<file path="config.mk">
export PLATFORM = sky130hd
export DESIGN_NAME = mem_access_ctrl_flat
export DESIGN_NICKNAME = d
export VERILOG_FILES = /design/src/rtl/mem_access_ctrl_pkg.sv /design/src/rtl/mem_access_ctrl_if.sv /design/src/rtl/mem_access_ctrl_load_extender.sv /design/src/rtl/mem_access_ctrl.sv /design/src/flat_wrapper.sv
export SDC_FILE = /design/constraint.sdc
export NUM_CORES = 1
export LEC_CHECK = 0
export CORE_AREA = 2 2 113 115
export DETAILED_ROUTE_END_ITERATION = 12
export DIE_AREA = 0 0 115 117
export PLACE_DENSITY = 0.95
export RECOVER_POWER = 25
export SYNTH_ARGS = -nofsm -noshare
export SYNTH_HDL_FRONTEND = slang
export SYNTH_HIERARCHICAL = 1
export SYNTH_SLANG_ARGS = --single-unit
</file>
<file path="constraint.sdc">
create_clock -name clk -period 7.8 [get_ports clk]
set_clock_uncertainty 0.05 [all_clocks]
set_input_delay 0.78 -clock clk [delete_from_list [all_inputs] [get_ports clk]]
set_output_delay 0.78 -clock clk [all_outputs]
set_load 0.03 [all_outputs]
</file>
<file path="src/rtl/mem_access_ctrl_pkg.sv">
// Shared types, opcodes and decode helpers for the MEM-stage data-memory access controller.
package mem_access_ctrl_pkg;

   localparam int unsigned DATA_W = 32;
   localparam int unsigned BE_W   = 4;
   localparam int unsigned OPC_W  = 6;

   localparam logic [OPC_W-1:0] OPCODE_LB  = 6'h20;
   localparam logic [OPC_W-1:0] OPCODE_LH  = 6'h21;
   localparam logic [OPC_W-1:0] OPCODE_LW  = 6'h23;
   localparam logic [OPC_W-1:0] OPCODE_LBU = 6'h24;
   localparam logic [OPC_W-1:0] OPCODE_LHU = 6'h25;
   localparam logic [OPC_W-1:0] OPCODE_LWU = 6'h27;
   localparam logic [OPC_W-1:0] OPCODE_SB  = 6'h28;
   localparam logic [OPC_W-1:0] OPCODE_SH  = 6'h29;
   localparam logic [OPC_W-1:0] OPCODE_SW  = 6'h2B;

   localparam logic [BE_W-1:0] MEM_BE_ALL = 4'b1111;

   typedef enum logic [1:0] {
      MEM_ST_IDLE = 2'd0,
      MEM_ST_WAIT = 2'd1,
      MEM_ST_DONE = 2'd2
   } mem_state_e;

   typedef enum logic [1:0] {
      MEM_SIZE_B = 2'd0,
      MEM_SIZE_H = 2'd1,
      MEM_SIZE_W = 2'd2
   } mem_size_e;

   typedef struct packed {
      logic      valid;
      mem_size_e size;
      logic      sext;
   } mem_dec_t;

   // Access attributes latched at acceptance and held for the whole bus cycle.
   typedef struct packed {
      logic      we;
      mem_size_e size;
      logic      sext;
      logic [1:0] off;
   } mem_op_t;

   function automatic mem_dec_t mem_decode(input logic [OPC_W-1:0] opcode);
      mem_dec_t d;
      d = '{valid: 1'b1, size: MEM_SIZE_W, sext: 1'b0};
      case (opcode)
         OPCODE_LB:             d = '{valid: 1'b1, size: MEM_SIZE_B, sext: 1'b1};
         OPCODE_LBU, OPCODE_SB: d = '{valid: 1'b1, size: MEM_SIZE_B, sext: 1'b0};
         OPCODE_LH:             d = '{valid: 1'b1, size: MEM_SIZE_H, sext: 1'b1};
         OPCODE_LHU, OPCODE_SH: d = '{valid: 1'b1, size: MEM_SIZE_H, sext: 1'b0};
         OPCODE_LW, OPCODE_LWU,
         OPCODE_SW:             d = '{valid: 1'b1, size: MEM_SIZE_W, sext: 1'b0};
         default:               d = '{valid: 1'b0, size: MEM_SIZE_W, sext: 1'b0};
      endcase
      return d;
   endfunction

   function automatic logic mem_aligned(input mem_size_e size, input logic [1:0] off);
      case (size)
         MEM_SIZE_H: return (off[0] == 1'b0);
         MEM_SIZE_W: return (off == 2'b00);
         default:    return 1'b1;
      endcase
   endfunction

endpackage

</file>
<file path="src/rtl/mem_access_ctrl_if.sv">
// Data-memory req/ack bus between the MEM-stage controller and the memory.
interface mem_access_ctrl_if #(
   parameter int unsigned ADDR_W = 32
);
   logic              req;
   logic              we;
   logic [ADDR_W-1:0] addr;
   logic [3:0]        be;
   logic [31:0]       wdata;
   logic              ack;
   logic [31:0]       rdata;

   modport master (output req, we, addr, be, wdata, input ack, rdata);
   modport slave  (input req, we, addr, be, wdata, output ack, rdata);
endinterface

</file>
<file path="src/rtl/mem_access_ctrl_load_extender.sv">
// Load lane select plus sign/zero extension; purely combinational so the WB checker can reuse it.
module mem_access_ctrl_load_extender
   import mem_access_ctrl_pkg::*;
(
   input  logic [DATA_W-1:0] word,
   input  mem_size_e         size,
   input  logic              sext,
   input  logic [1:0]        off,
   output logic [DATA_W-1:0] data_c
);

   logic [7:0]  byte_lane;
   logic [15:0] half_lane;

   always_comb begin
      byte_lane = word[7:0];
      case (off)
         2'd1:    byte_lane = word[15:8];
         2'd2:    byte_lane = word[23:16];
         2'd3:    byte_lane = word[31:24];
         default: byte_lane = word[7:0];
      endcase
      half_lane = off[1] ? word[31:16] : word[15:0];

      data_c = word;
      case (size)
         MEM_SIZE_B: data_c = sext ? {{24{byte_lane[7]}}, byte_lane} : {24'd0, byte_lane};
         MEM_SIZE_H: data_c = sext ? {{16{half_lane[15]}}, half_lane} : {16'd0, half_lane};
         default:    data_c = word;
      endcase
   end

endmodule

</file>
<file path="src/rtl/mem_access_ctrl.sv">
// MEM-stage data-memory access controller: sizes/aligns loads and stores, runs the req/ack
// handshake with timeout, and stalls the pipeline until each access resolves.
module mem_access_ctrl
   import mem_access_ctrl_pkg::*;
#(
   parameter int unsigned ADDR_W  = 32,
   parameter int unsigned TIMEOUT = 16,
   parameter int unsigned CNT_W   = 5
)(
   input  logic              clk,
   input  logic              i_rst,
   input  logic              i_mem_read,
   input  logic              i_mem_write,
   input  logic [OPC_W-1:0]  i_opcode,
   input  logic [ADDR_W-1:0] i_addr,
   input  logic [DATA_W-1:0] i_wdata,
   output logic              o_stall,
   output logic [DATA_W-1:0] o_rdata,
   output logic              o_rvalid,
   output logic              o_misaligned,
   output logic              o_bus_err,
   mem_access_ctrl_if.master mem
);

   mem_state_e        state_q, state_d;
   logic [CNT_W-1:0]  cnt_q, cnt_d;
   mem_op_t           op_q, op_d;
   logic              req_q, req_d;
   logic              we_q, we_d;
   logic [ADDR_W-1:0] addr_q, addr_d;
   logic [BE_W-1:0]   be_q, be_d;
   logic [DATA_W-1:0] wdata_q, wdata_d;
   logic [DATA_W-1:0] rdata_q, rdata_d;
   logic              rvalid_q, rvalid_d;
   logic              misaligned_q, misaligned_d;
   logic              bus_err_q, bus_err_d;
   logic              stall_c;

   mem_dec_t          dec;
   logic [BE_W-1:0]   st_be;
   logic [DATA_W-1:0] st_wdata;
   logic [DATA_W-1:0] ld_data_c;

   mem_access_ctrl_load_extender u_load_extender (
      .word   (mem.rdata),
      .size   (op_q.size),
      .sext   (op_q.sext),
      .off    (op_q.off),
      .data_c (ld_data_c)
   );

   // Store lane placement from the incoming request.
   always_comb begin
      dec      = mem_decode(i_opcode);
      st_be    = MEM_BE_ALL;
      st_wdata = i_wdata;
      case (dec.size)
         MEM_SIZE_B: begin
            st_be    = BE_W'(4'b0001 << i_addr[1:0]);
            st_wdata = {4{i_wdata[7:0]}};
         end
         MEM_SIZE_H: begin
            st_be    = i_addr[1] ? 4'b1100 : 4'b0011;
            st_wdata = {2{i_wdata[15:0]}};
         end
         default: begin
            st_be    = MEM_BE_ALL;
            st_wdata = i_wdata;
         end
      endcase
   end

   // Next-state and next-output logic.
   always_comb begin
      state_d      = state_q;
      cnt_d        = cnt_q;
      op_d         = op_q;
      req_d        = req_q;
      we_d         = we_q;
      addr_d       = addr_q;
      be_d         = be_q;
      wdata_d      = wdata_q;
      rdata_d      = rdata_q;
      rvalid_d     = 1'b0;
      misaligned_d = 1'b0;
      bus_err_d    = 1'b0;
      stall_c      = 1'b0;

      case (state_q)
         MEM_ST_IDLE: begin
            if (i_mem_read || i_mem_write) begin
               if (dec.valid && mem_aligned(dec.size, i_addr[1:0])) begin
                  stall_c = 1'b1;
                  state_d = MEM_ST_WAIT;
                  cnt_d   = '0;
                  req_d   = 1'b1;
                  we_d    = i_mem_write;
                  addr_d  = {i_addr[ADDR_W-1:2], 2'b00};
                  be_d    = i_mem_write ? st_be : MEM_BE_ALL;
                  wdata_d = i_mem_write ? st_wdata : '0;
                  op_d    = '{we: i_mem_write, size: dec.size, sext: dec.sext, off: i_addr[1:0]};
               end else begin
                  misaligned_d = 1'b1;
               end
            end
         end
         MEM_ST_WAIT: begin
            stall_c = 1'b1;
            if (mem.ack) begin
               req_d   = 1'b0;
               cnt_d   = '0;
               state_d = MEM_ST_DONE;
               if (!op_q.we) begin
                  rvalid_d = 1'b1;
                  rdata_d  = ld_data_c;
               end
            end else if (cnt_q == CNT_W'(TIMEOUT - 1)) begin
               req_d     = 1'b0;
               cnt_d     = '0;
               bus_err_d = 1'b1;
               rdata_d   = '0;
               state_d   = MEM_ST_DONE;
            end else begin
               cnt_d = cnt_q + CNT_W'(1);
            end
         end
         MEM_ST_DONE: begin
            state_d = MEM_ST_IDLE;
         end
         default: begin
            state_d = MEM_ST_IDLE;
         end
      endcase
   end

   always_ff @(posedge clk) begin
      if (i_rst) begin
         state_q      <= MEM_ST_IDLE;
         cnt_q        <= '0;
         op_q         <= '0;
         req_q        <= 1'b0;
         we_q         <= 1'b0;
         addr_q       <= '0;
         be_q         <= '0;
         wdata_q      <= '0;
         rdata_q      <= '0;
         rvalid_q     <= 1'b0;
         misaligned_q <= 1'b0;
         bus_err_q    <= 1'b0;
      end else begin
         state_q      <= state_d;
         cnt_q        <= cnt_d;
         op_q         <= op_d;
         req_q        <= req_d;
         we_q         <= we_d;
         addr_q       <= addr_d;
         be_q         <= be_d;
         wdata_q      <= wdata_d;
         rdata_q      <= rdata_d;
         rvalid_q     <= rvalid_d;
         misaligned_q <= misaligned_d;
         bus_err_q    <= bus_err_d;
      end
   end

   assign o_stall      = stall_c;
   assign o_rdata      = rdata_q;
   assign o_rvalid     = rvalid_q;
   assign o_misaligned = misaligned_q;
   assign o_bus_err    = bus_err_q;
   assign mem.req      = req_q;
   assign mem.we       = we_q;
   assign mem.addr     = addr_q;
   assign mem.be       = be_q;
   assign mem.wdata    = wdata_q;

endmodule

</file>
<file path="src/flat_wrapper.sv">
// flat-port wrapper written by rule: the top's interface ports become plain ports
module mem_access_ctrl_flat import mem_access_ctrl_pkg::*;
#(
   parameter int unsigned ADDR_W  = 32,
   parameter int unsigned TIMEOUT = 16,
   parameter int unsigned CNT_W   = 5
)
  (clk, i_rst, i_mem_read, i_mem_write, i_opcode, i_addr, i_wdata, o_stall, o_rdata, o_rvalid, o_misaligned, o_bus_err, mem_req, mem_we, mem_addr, mem_be, mem_wdata, mem_ack, mem_rdata);
  mem_access_ctrl_if #(.ADDR_W(ADDR_W)) mem_i ();
  input  logic clk;
  input  logic i_rst;
  input  logic i_mem_read;
  input  logic i_mem_write;
  input  logic [OPC_W-1:0] i_opcode;
  input  logic [ADDR_W-1:0] i_addr;
  input  logic [DATA_W-1:0] i_wdata;
  output logic o_stall;
  output logic [DATA_W-1:0] o_rdata;
  output logic o_rvalid;
  output logic o_misaligned;
  output logic o_bus_err;
  output wire logic [$bits(mem_i.req)-1:0] mem_req;
  output wire logic [$bits(mem_i.we)-1:0] mem_we;
  output wire logic [$bits(mem_i.addr)-1:0] mem_addr;
  output wire logic [$bits(mem_i.be)-1:0] mem_be;
  output wire logic [$bits(mem_i.wdata)-1:0] mem_wdata;
  input wire logic [$bits(mem_i.ack)-1:0] mem_ack;
  input wire logic [$bits(mem_i.rdata)-1:0] mem_rdata;
  assign mem_req = mem_i.req;
  assign mem_we = mem_i.we;
  assign mem_addr = mem_i.addr;
  assign mem_be = mem_i.be;
  assign mem_wdata = mem_i.wdata;
  assign mem_i.ack = mem_ack;
  assign mem_i.rdata = mem_rdata;
  mem_access_ctrl #(.ADDR_W(ADDR_W), .TIMEOUT(TIMEOUT), .CNT_W(CNT_W)) u_core (.clk(clk), .i_rst(i_rst), .i_mem_read(i_mem_read), .i_mem_write(i_mem_write), .i_opcode(i_opcode), .i_addr(i_addr), .i_wdata(i_wdata), .o_stall(o_stall), .o_rdata(o_rdata), .o_rvalid(o_rvalid), .o_misaligned(o_misaligned), .o_bus_err(o_bus_err), .mem(mem_i));
endmodule
</file>
# Word level (Yosys, flattened, before mapping)
# Index checks and enable logic that the tools add are counted.
# word_totals
ff_bits	115
in_bits	107
output_inout_bits	106
elab_cells	99
# classes
add_sub_neg	1
n_eq_ne	21
n_shift	1
mux	38
bitwise	5
n_reduce_logical	19
# op_table
cell	count
32-bit two-way mux	6
32-bit one-hot mux with 2 select lines	2
6-bit equality test, second input constant	9
8-bit one-hot mux with 3 select lines	1
5-bit two-way mux	4
4-bit one-hot mux with 5 select lines	1
16-bit two-way mux	1
3-bit AND reduction	4
3-bit OR reduction	4
1-bit two-way mux	11
5-bit one-hot mux with 2 select lines	1
2-bit by 1-bit equality test with 1-bit output, second input constant	4
2-bit zero test	4
2-bit two-way mux	4
4-bit two-way mux	2
4-bit one-hot mux with 2 select lines	1
2-bit equality test, second input constant	3
1-bit one-hot mux with 2 select lines	3
5-bit by 1-bit adder with 5-bit output, second input constant	1
5-bit by 4-bit equality test with 1-bit output, second input constant	1
1-bit inverter	5
2-bit by 1-bit inequality test with 1-bit output, second input constant	2
2-bit one-hot mux with 2 select lines	1
4-bit AND reduction	1
7 further kinds	9

# Longest topological paths before layout
# Gate-level depths: netlist of the first run.
# depth
word_depth	11
depth_mapped	11
ltp_nobuf	9

# By module
# The synthesis of the first run kept the hierarchy.
# by_module_without_submodules
module	instances	cells_each	area_each_um2
mem_access_ctrl	1	506	4880.9
mem_access_ctrl_load_extender	1	133	1023.5

# Worst setup path after synthesis of the first run
# OpenSTA, ideal clock, no wires.
# synth_path
kind	input to output
startpoint	in i_opcode[4]
endpoint	out o_stall
arrival_time_ns	2.800
slack_ns	4.170
path_stages	10
cell_sequence	or3b_1 -> buf_6 -> nor2_8 -> inv_4 -> buf_6 -> ha_1 -> a221oi_2 -> clkbuf_1 -> o21ai_0 -> and2_1
# synth_lines
element	line_no	text
start: declaration	flat_wrapper.sv:14	input logic [OPC_W-1:0] i_opcode;
end: declaration	flat_wrapper.sv:17	output logic o_stall;

==> metrics.cfg, run 1 <==
[logic_synthesis]
synth_edf_count = 0
netlist_area_sq_mm = 0.005904
synth_warnings = 6
ys_ff_latch = 115
synth_flop_cell = dfxtp_1
syn_inst = 639
avgSynthCellArea_sq_um = 9.240
yosysSeqAreaShare_pct = 38.99
ys_types = 59
synthArstFlopShare_pct = 0

[route]
viasPerCell = 6.442
vias = 6217
dr.pass1.iters = 5
drt_iter0_drc = 947
drc = 0
drt_wl_total_microns = 19700
antenna_left = 0
avgRoutedWirePerCell_microns = 20.41

[clock_tree]
cts_sinks = 115
cts_hold_buf = 0
cts_buffers = 17
htree_levels = 4
clk_latency_ns = 0.41
cts_max_path_buffers = 2
clkSlewWorstSetupHoldPaths_ns = 0.06
post_cts_buffers = 0
ctsRootBufferMaster = clkbuf_16
cts_resized = 0
cts_tree = done

[sta]
setup_slack_ns = 2.384
fin_crit_ns = 5.416
rsz0062_at_grt = false
relSlewSlack_pct = -97.75
finalHoldViolCount = 0
period_share_pct = 69.43
slew_violations = 68
fmax_mhz = 184.6
tightest_slew_ns = 2.966
tns_ns = 0
setup_viol = 0

[power]
power_uw = 1539
ir_drop_v = 0.0001468
pwr_density_cell_mw_per_mm2 = 181.9
p_leak_uw = 0.003077

[worst_setup_path]
worst_setup_path_start_kind = primary input
cp-end-kind = output pin
required_ns = 6.97
worst-path-max-fanout = 49
criticalPathCategory = in2out
crit_arrival_ns = 4.59

[global_routing]
grt_pass1_vias = 5866
grt_pass1_wl_microns = 30380
overflow = 0
antenna_found_initial = 0
grtUsageTotal_pct = 28.79
grt_max_degree = 68

[finish]
num-fill-cells = 889
syn_to_final_growth_pct = 43.31
drive_gt1_share_pct = 9.693
final_area_sq_mm = 0.008462
fin_util_pct = 68.73
nNetsFinal = 913
antenna_cells = 0

[place]
numPortBuffers = 210
post_dp_cell_area_sq_mm = 0.007916
dp_slack_ns = 2.487
gp_congestion = 0.8919
place_hpwl_microns = 13050

[floorplan]
fp.dieW_microns = 115
initial_utilization_pct = 47.96
fp.dieArea_sq_mm = 0.01346
row_count = 41
ioPinCount = 213
core_area_sq_mm = 0.01231
die_y_microns = 117

[min_path]
min_path_type = reg2reg

[outcome]
run_status = finished, violations left
violations = capacitance limit, slew limit

[run]
max_cap_violations = 1

## placed cells by master (no fill, tap or decap), drive strengths merged, types with 16 or more instances in the layout
cell type	synthesis	final
clkdlybuf4s50	0	165
dfxtp	115	115
a21oi	50	50
dlygate4sd3	0	44
o31ai	41	41
nand2	39	39
nand4	33	33
a22o	32	32
o211ai	29	29
a31oi	21	21
a211oi	20	20
clkbuf	46	20
nand2b	19	19
nor2b	18	18
a32o	16	16
## cell families (layout without fill, tap and decap cells)
| kind of cell | after synthesis | in the layout | synth area share, % |
|---|---|---|---|
| compound gates | 261 | 261 | 34.18 |
| fa+ha+maj | 4 | 4 | 0.8477 |
| buf+inv | 88 | 263 | 7.269 |
| flops | 115 | 115 | 38.99 |
| mux | 13 | 13 | 3.793 |
| other cells | 1 | 2 | 0.06351 |
| simple gates | 157 | 157 | 14.86 |
## worst paths after layout
| check | startpoint | end | slack, ns | depth (start not counted) |
|---|---|---|---|---|
| hold / removal | u_core/cnt_q[4] | u_core/cnt_q[4] | 0.40 | 2 |
| hold reg to reg | u_core/cnt_q[4] | u_core/cnt_q[4] | 0.40 | 2 |
| setup / recovery | i_opcode[5] | o_stall | 2.38 | 11 |
| setup reg to reg | u_core/op_q[0] | u_core/o_rdata[14] | 5.22 | 4 |
## critical path, cell delays in order
cell             delay (ns)
clkdlybuf4s50_1        0.46
or3b_1                 0.55
nor2_8                 0.24
nand2_1                0.15
inv_1                  0.09
ha_1                   0.69
a221oi_4               0.14
buf_4                  0.32
o21ai_0                0.29
and2_1                 0.20
clkdlybuf4s50_1        0.68
## layer usage
metal,track usage [%],vias up,routed length (microns)
li1,-,2830,-
met1,36.28,2932,7766
met2,48.27,414,9677
met3,6.849,41,1811
met4,10.68,0,445
met5,0,-,0
## state kept, by name, summed over array words and instances, names as in the netlist
signal	count
u_core/o_bus_err	1
u_core/state_q	2
u_core/mem.addr	30
u_core/mem.req	1
u_core/o_rdata	32
u_core/mem.we	1
u_core/op_q	5
u_core/mem.wdata	32
u_core/cnt_q	5
u_core/mem.be	4
u_core/o_misaligned	1
u_core/o_rvalid	1
## synth_stat cells (5+ instances only)
cell | number | area, sq um
nor2_1 | 11 | 41.29
clkbuf_1 | 46 | 172.7
buf_1 | 7 | 26.28
a211oi_1 | 20 | 150.1
o221ai_1 | 5 | 43.79
a31oi_1 | 20 | 125.1
buf_6 | 8 | 90.09
a22o_1 | 32 | 280.3
buf_2 | 14 | 70.07
nor2b_1 | 18 | 112.6
o211ai_2 | 10 | 125.1
buf_4 | 5 | 37.54
a221o_1 | 9 | 90.09
inv_1 | 7 | 26.28
nand4_1 | 33 | 206.5
o211ai_1 | 19 | 142.6
mux4_2 | 7 | 157.7
o22ai_1 | 7 | 43.79
o21ai_0 | 7 | 35.03
nor3_1 | 13 | 65.06
nand2_1 | 39 | 146.4
nand2b_1 | 18 | 112.6
o31ai_1 | 41 | 307.8
a21oi_1 | 50 | 250.2
nand3_1 | 5 | 25.02
a32o_1 | 16 | 160.2
dfxtp_1 | 115 | 2302
o311ai_0 | 10 | 87.58
## final cells by class
type / instances / area (sq um) / share of cell area, %
inverter: 8 / 32.53 / 0.3844
clock buffer: 18 / 439.2 / 5.190
timing repair buffer: 223 / 2187 / 25.85
sequential: 115 / 2302 / 27.21
tap: 150 / 187.7 / 2.218
clock inverter: 14 / 118.9 / 1.405
multi-input combinational: 437 / 3194 / 37.75
## where the power goes
group | internal, uW | switching, uW
Sequential | 595 | 4.75
Combinational | 90.3 | 120
Clock | 423 | 305
Total | 1110 | 430
## through the flow
step                hold WS [ns]  instances
finish                    0.4049        965
global route              0.4127        965
CTS                       0.4012        965
detailed placement        0.3939        933
global placement          0.3934        933
floorplan                 0.3657        640
(Power assumes the default switching activity.)
==> run 2, diff against run 1 <==
CORE_AREA = 2 2 124 126   (was 2 2 113 115)
DIE_AREA = 0 0 126 128   (was 0 0 115 117)
PLACE_DENSITY = 0.87   (was 0.95)
clock period = 4.75 ns   (was 7.8 ns; I/O delays follow)
==> metrics.cfg, run 2 (synthesis results as in run 1) <==
[sta]
rsz0062_at_grt = false
fmax_mhz = 254.8
tightest_slew_ns = 1.559  ; -1.408 ns
relSlewSlack_pct = -3.908  ; +94 points
slew_violations = 34  ; -50%
finalHoldViolCount = 0  ; unchanged
fin_crit_ns = 3.924
tns_ns = 0  ; unchanged
setup_viol = 0  ; unchanged
period_share_pct = 82.62

[finish]
num-fill-cells = 1291  ; +45%
syn_to_final_growth_pct = 45.98
fin_util_pct = 57.99  ; -11 points
nNetsFinal = 914  ; +0.11%
layout_commonest_cell = clkdlybuf4s50_1
antenna_cells = 0  ; unchanged
most-common-layout-cells = 161 x clkdlybuf4s50_1, 115 x dfxtp_1, 50 x a21oi_1
drive_gt1_share_pct = 9.939  ; +0.25 points
final_cells = 1003  ; +3.9%

[clock_tree]
cts_tree = done
cts_max_path_buffers = 2  ; unchanged
post_cts_buffers = 0  ; unchanged
cts_hold_buf = 0  ; unchanged
clk_latency_ns = 0.42  ; about the same
clkSlewWorstSetupHoldPaths_ns = 0.05  ; about the same
ctsRootBufferMaster = clkbuf_16
htree_levels = 4  ; unchanged
cts_resized = 0  ; unchanged
cts_sinks = 115  ; unchanged
cts_buffers = 17  ; unchanged

[global_routing]
grt_pass1_wl_microns = 29560  ; -2.7%
grt_max_degree = 68  ; unchanged
grt_pass1_vias = 5620  ; -4.2%
grtUsageTotal_pct = 22.94  ; -5.8 points
overflow = 0  ; unchanged
antenna_found_initial = 0  ; unchanged

[outcome]
run_status = finished, violations left
violations = capacitance limit, slew limit

[power]
swShare_pct = 24.95  ; -3.0 points
power_uw = 2745  ; +78%
p_clk_share_pct = 51.6  ; +4.3 points
ir_drop_v = 0.0002420  ; +65%
seqPwrFrac_pct = 35.9  ; -3.1 points
intPower_uw = 2061  ; +86%
combPwrFrac_pct = 12.5  ; -1.2 points
p_leak_uw = 0.003138  ; +2.0%
pwr_density_cell_mw_per_mm2 = 318.5  ; +75%
switchingPower_uw = 684.9  ; +59%

[route]
dr.pass1.iters = 5  ; unchanged
avgRoutedWirePerCell_microns = 19.23  ; -5.8%
drc = 0  ; unchanged
antenna_left = 0  ; unchanged
viasPerCell = 6.128  ; -4.9%
drt_iter0_drc = 569  ; -40%
drt_wl_total_microns = 19290  ; -2.1%
vias = 6146  ; -1.1%

[worst_setup_path]
crit_arrival_ns = 3.40  ; -1.19 ns
worst_setup_path_start_kind = primary input
required_ns = 4.22  ; -2.75 ns
cp-end-kind = output pin
worst-path-max-fanout = 10  ; -80%
criticalPathCategory = in2out

[floorplan]
ioPinCount = 213  ; unchanged
initial_utilization_pct = 39.72  ; -8.2 points
fp.dieArea_sq_mm = 0.01613  ; +20%
row_count = 45  ; +9.8%
fp.dieW_microns = 126  ; +9.6%
core_area_sq_mm = 0.01486  ; +21%
die_y_microns = 128  ; +9.4%

[place]
gp_congestion = 0.8084  ; -9.4%
numPortBuffers = 210  ; unchanged
place_inst = 972  ; +4.2%
place_hpwl_microns = 13090  ; +0.34%

[min_path]
min_path_type = reg2reg

[run]
max_cap_violations = 1  ; unchanged

run 2: changes by cell type in the layout (fill, tap and decap cells not counted), sizes merged:
cell	change
inv	-3
dlygate4sd3	+4
bufinv	+5
buf	+2
clkinv	-2
clkdlybuf4s50	-4
clkbuf	-2
run 2: worst max-delay path, stage by stage:
cell	delay (ns)
clkdlybuf4s50_1	0.46
or3b_1	0.55
nor2_8	0.24
nand2_1	0.15
inv_1	0.08
ha_1	0.26
a221oi_4	0.21
o21ai_0	0.16
and2_1	0.18
clkdlybuf4s50_1	0.63
run 2: power by group through the flow:
stage	combinational, uW	sequential, uW	clock [uW]
2_1_floorplan	158	1030	0
3_3_place_gp	336	1010	0
3_5_place_dp	338	1010	0
4_1_cts	341	985	1440
5_1_grt	362	986	1490
6_report	343	985	1420
run 2: layer usage:
layer,global-route usage [%],up-vias,wire (microns)
met5,0,-,0
met4,8.016,0,414
met3,8.222,37,2082
met2,37.29,362,9213
met1,28.25,2919,7582
li1,-,2828,-
run 2: metrics by stage:
stage          cell area [sq um]  setup WS (ns)  hold WS [ns]
2_1_floorplan               5908          1.730        0.3657
3_3_place_gp                7976         0.9364        0.3951
3_5_place_dp                7976         0.8449        0.3971
4_1_cts                     8628         0.8368        0.4077
5_1_grt                     8620         0.6564        0.4355
6_report                    8620         0.8256        0.4093
run 2: cell type report:
class                      count  area, sq um  area share [%]
clock buffer                  17        425.4           4.935
clock inverter                14        226.5           2.627
inverter                       8        32.53          0.3774
multi-input combinational    437         3199           37.12
sequential                   115         2302           26.71
tap                          188        235.2           2.729
timing repair buffer         224         2198           25.50
run 2: final timing paths:
check | depth (start not counted) | start | slack [ns] | endpoint
setup / recovery | 10 | i_opcode[5] | 0.83 | o_stall
hold / removal | 2 | u_core/cnt_q[4] | 0.41 | u_core/cnt_q[4]
setup reg to reg | 5 | u_core/state_q[1] | 2.03 | u_core/mem.wdata[7]
hold reg to reg | 2 | u_core/cnt_q[4] | 0.41 | u_core/cnt_q[4]
==> run 3, diff against run 2 <==
clock period = 3.17 ns   (was 4.75 ns; I/O delays follow)
==> metrics.cfg, run 3 (synthesis results as in run 1) <==
[outcome]
run_status = finished, violations left
violations = capacitance limit, slew limit

[worst_setup_path]
rr_startpoint = u_core/state_q[0]
criticalPathCategory = in2out
worst-path-max-fanout = 5  ; -5
critPathLaunch = i_opcode[1]
worst_setup_path_start_kind = primary input
required_ns = 2.80  ; -1.42 ns
cp-end-kind = output pin
crit_arrival_ns = 2.67  ; -0.73 ns

[place]
place_hpwl_microns = 13200  ; +0.83%
gp_congestion = 0.8281  ; +2.4%
dp_slack_ns = -0.07924  ; -0.9241 ns
numPortBuffers = 210  ; unchanged

[floorplan]
ioPinCount = 213  ; unchanged
core_area_sq_mm = 0.01486  ; unchanged
fp.dieArea_sq_mm = 0.01613  ; unchanged
row_count = 45  ; unchanged
fp.dieW_microns = 126  ; unchanged
initial_utilization_pct = 39.72  ; unchanged
die_y_microns = 128  ; unchanged

[sta]
setup_slack_ns = 0.1357  ; -0.6899 ns
fin_crit_ns = 3.034
slew_violations = 34  ; unchanged
finalHoldViolCount = 0  ; unchanged
setup_viol = 0  ; unchanged
tns_ns = 0  ; unchanged
period_share_pct = 95.72
fin_hold_ws_ns = 0.3821  ; -0.02716 ns
fmax_mhz = 329.6
relSlewSlack_pct = -1.213  ; +2.7 points
tightest_slew_ns = 1.518  ; -0.04043 ns
rsz0062_at_grt = false

[clock_tree]
cts_hold_buf = 0  ; unchanged
cts_sinks = 115  ; unchanged
clkSlewWorstSetupHoldPaths_ns = 0.05  ; about the same
cts_buffers = 17  ; unchanged
ctsRootBufferMaster = clkbuf_16
cts_tree = done
htree_levels = 4  ; unchanged
cts_max_path_buffers = 2  ; unchanged
clk_latency_ns = 0.40  ; -0.02 ns

[route]
vias = 6199  ; +0.86%
viasPerCell = 6.101  ; -0.43%
dr.pass1.iters = 5  ; unchanged
drt_iter0_drc = 559  ; -1.8%
avgRoutedWirePerCell_microns = 19.07  ; -0.88%
drc = 0  ; unchanged
antenna_left = 0  ; unchanged
drt_wl_total_microns = 19370  ; +0.41%

[global_routing]
grtUsageTotal_pct = 23.15  ; +0.21 points
grt_pass1_vias = 5904  ; +5.1%
antenna_found_initial = 0  ; unchanged
grt_pass1_wl_microns = 30280  ; +2.5%
overflow = 0  ; unchanged
grt_max_degree = 67  ; -1.5%

[min_path]
min_path_type = in2reg
hp-start = i_rst

[finish]
fin_util_pct = 58.44  ; +0.45 points
layout_commonest_cell = clkdlybuf4s50_1
antenna_cells = 0  ; unchanged
nNetsFinal = 927  ; +1.4%
syn_to_final_growth_pct = 47.13
drive_gt1_share_pct = 11.71  ; +1.8 points
most-common-layout-cells = 157 x clkdlybuf4s50_1, 115 x dfxtp_1, 51 x dlygate4sd3_1

[power]
p_leak_uw = 0.003198  ; +1.9%
ir_drop_v = 0.0003502  ; +45%
power_uw = 3950  ; +44%
pwr_density_cell_mw_per_mm2 = 454.6  ; +43%

[run]
max_cap_violations = 1  ; unchanged

## run 3: worst paths after layout
path	endpoint	slack, ns	cells after the start
setup / recovery	o_stall	0.14	10
hold / removal	u_core/state_q[0]	0.38	3
setup reg to reg	u_core/o_rdata[31]	0.84	4
hold reg to reg	u_core/cnt_q[4]	0.42	2
## run 3: metrics by stage
step                std cells  instance area, sq um
finish                   1016                  8687
global route             1016                  8687
CTS                      1016                  8688
floorplan                 640                  5908
global placement          985                  8084
detailed placement        985                  8084
## run 3: where the power goes
group          total (uW)  internal, uW  switching [uW]
registers            1480          1460            11.2
clock network        1940          1240             702
logic                 531           233             297
## run 3: timing repair
action / 4_1_cts / 5_1_grt
resized for setup: 0 / 1
endpoints found under the setup margin: 0 / 1
buffers inserted: 0 / 0
## run 3: cell type report
class / count / area, sq um
Inverter: 8 / 32.53
Fill cell: 1249 / 6177
Sequential cell: 115 / 2302
Timing Repair Buffer: 237 / 2306
Multi-Input combinational cell: 437 / 3207
Clock buffer: 17 / 425.4
Tap cell: 188 / 235.2
Clock inverter: 14 / 178.9
## run 3: layer usage
layer	share of wire, %	vias up	GRT usage, %	wire (microns)
met2	47	373	37.98	9173
met1	39	2938	28.27	7648
met4	2.3	0	8.662	436
met3	11	33	7.846	2113
met5	0	-	0	0
li1	-	2855	-	-
## run 3: worst max-delay path, stage by stage
cell	delay, ns
clkdlybuf4s50_1	0.48
or3b_4	0.44
nor2_8	0.14
nand2_1	0.13
inv_1	0.09
ha_1	0.26
a221oi_4	0.28
o21ai_0	0.18
and2_1	0.19
buf_4	0.17
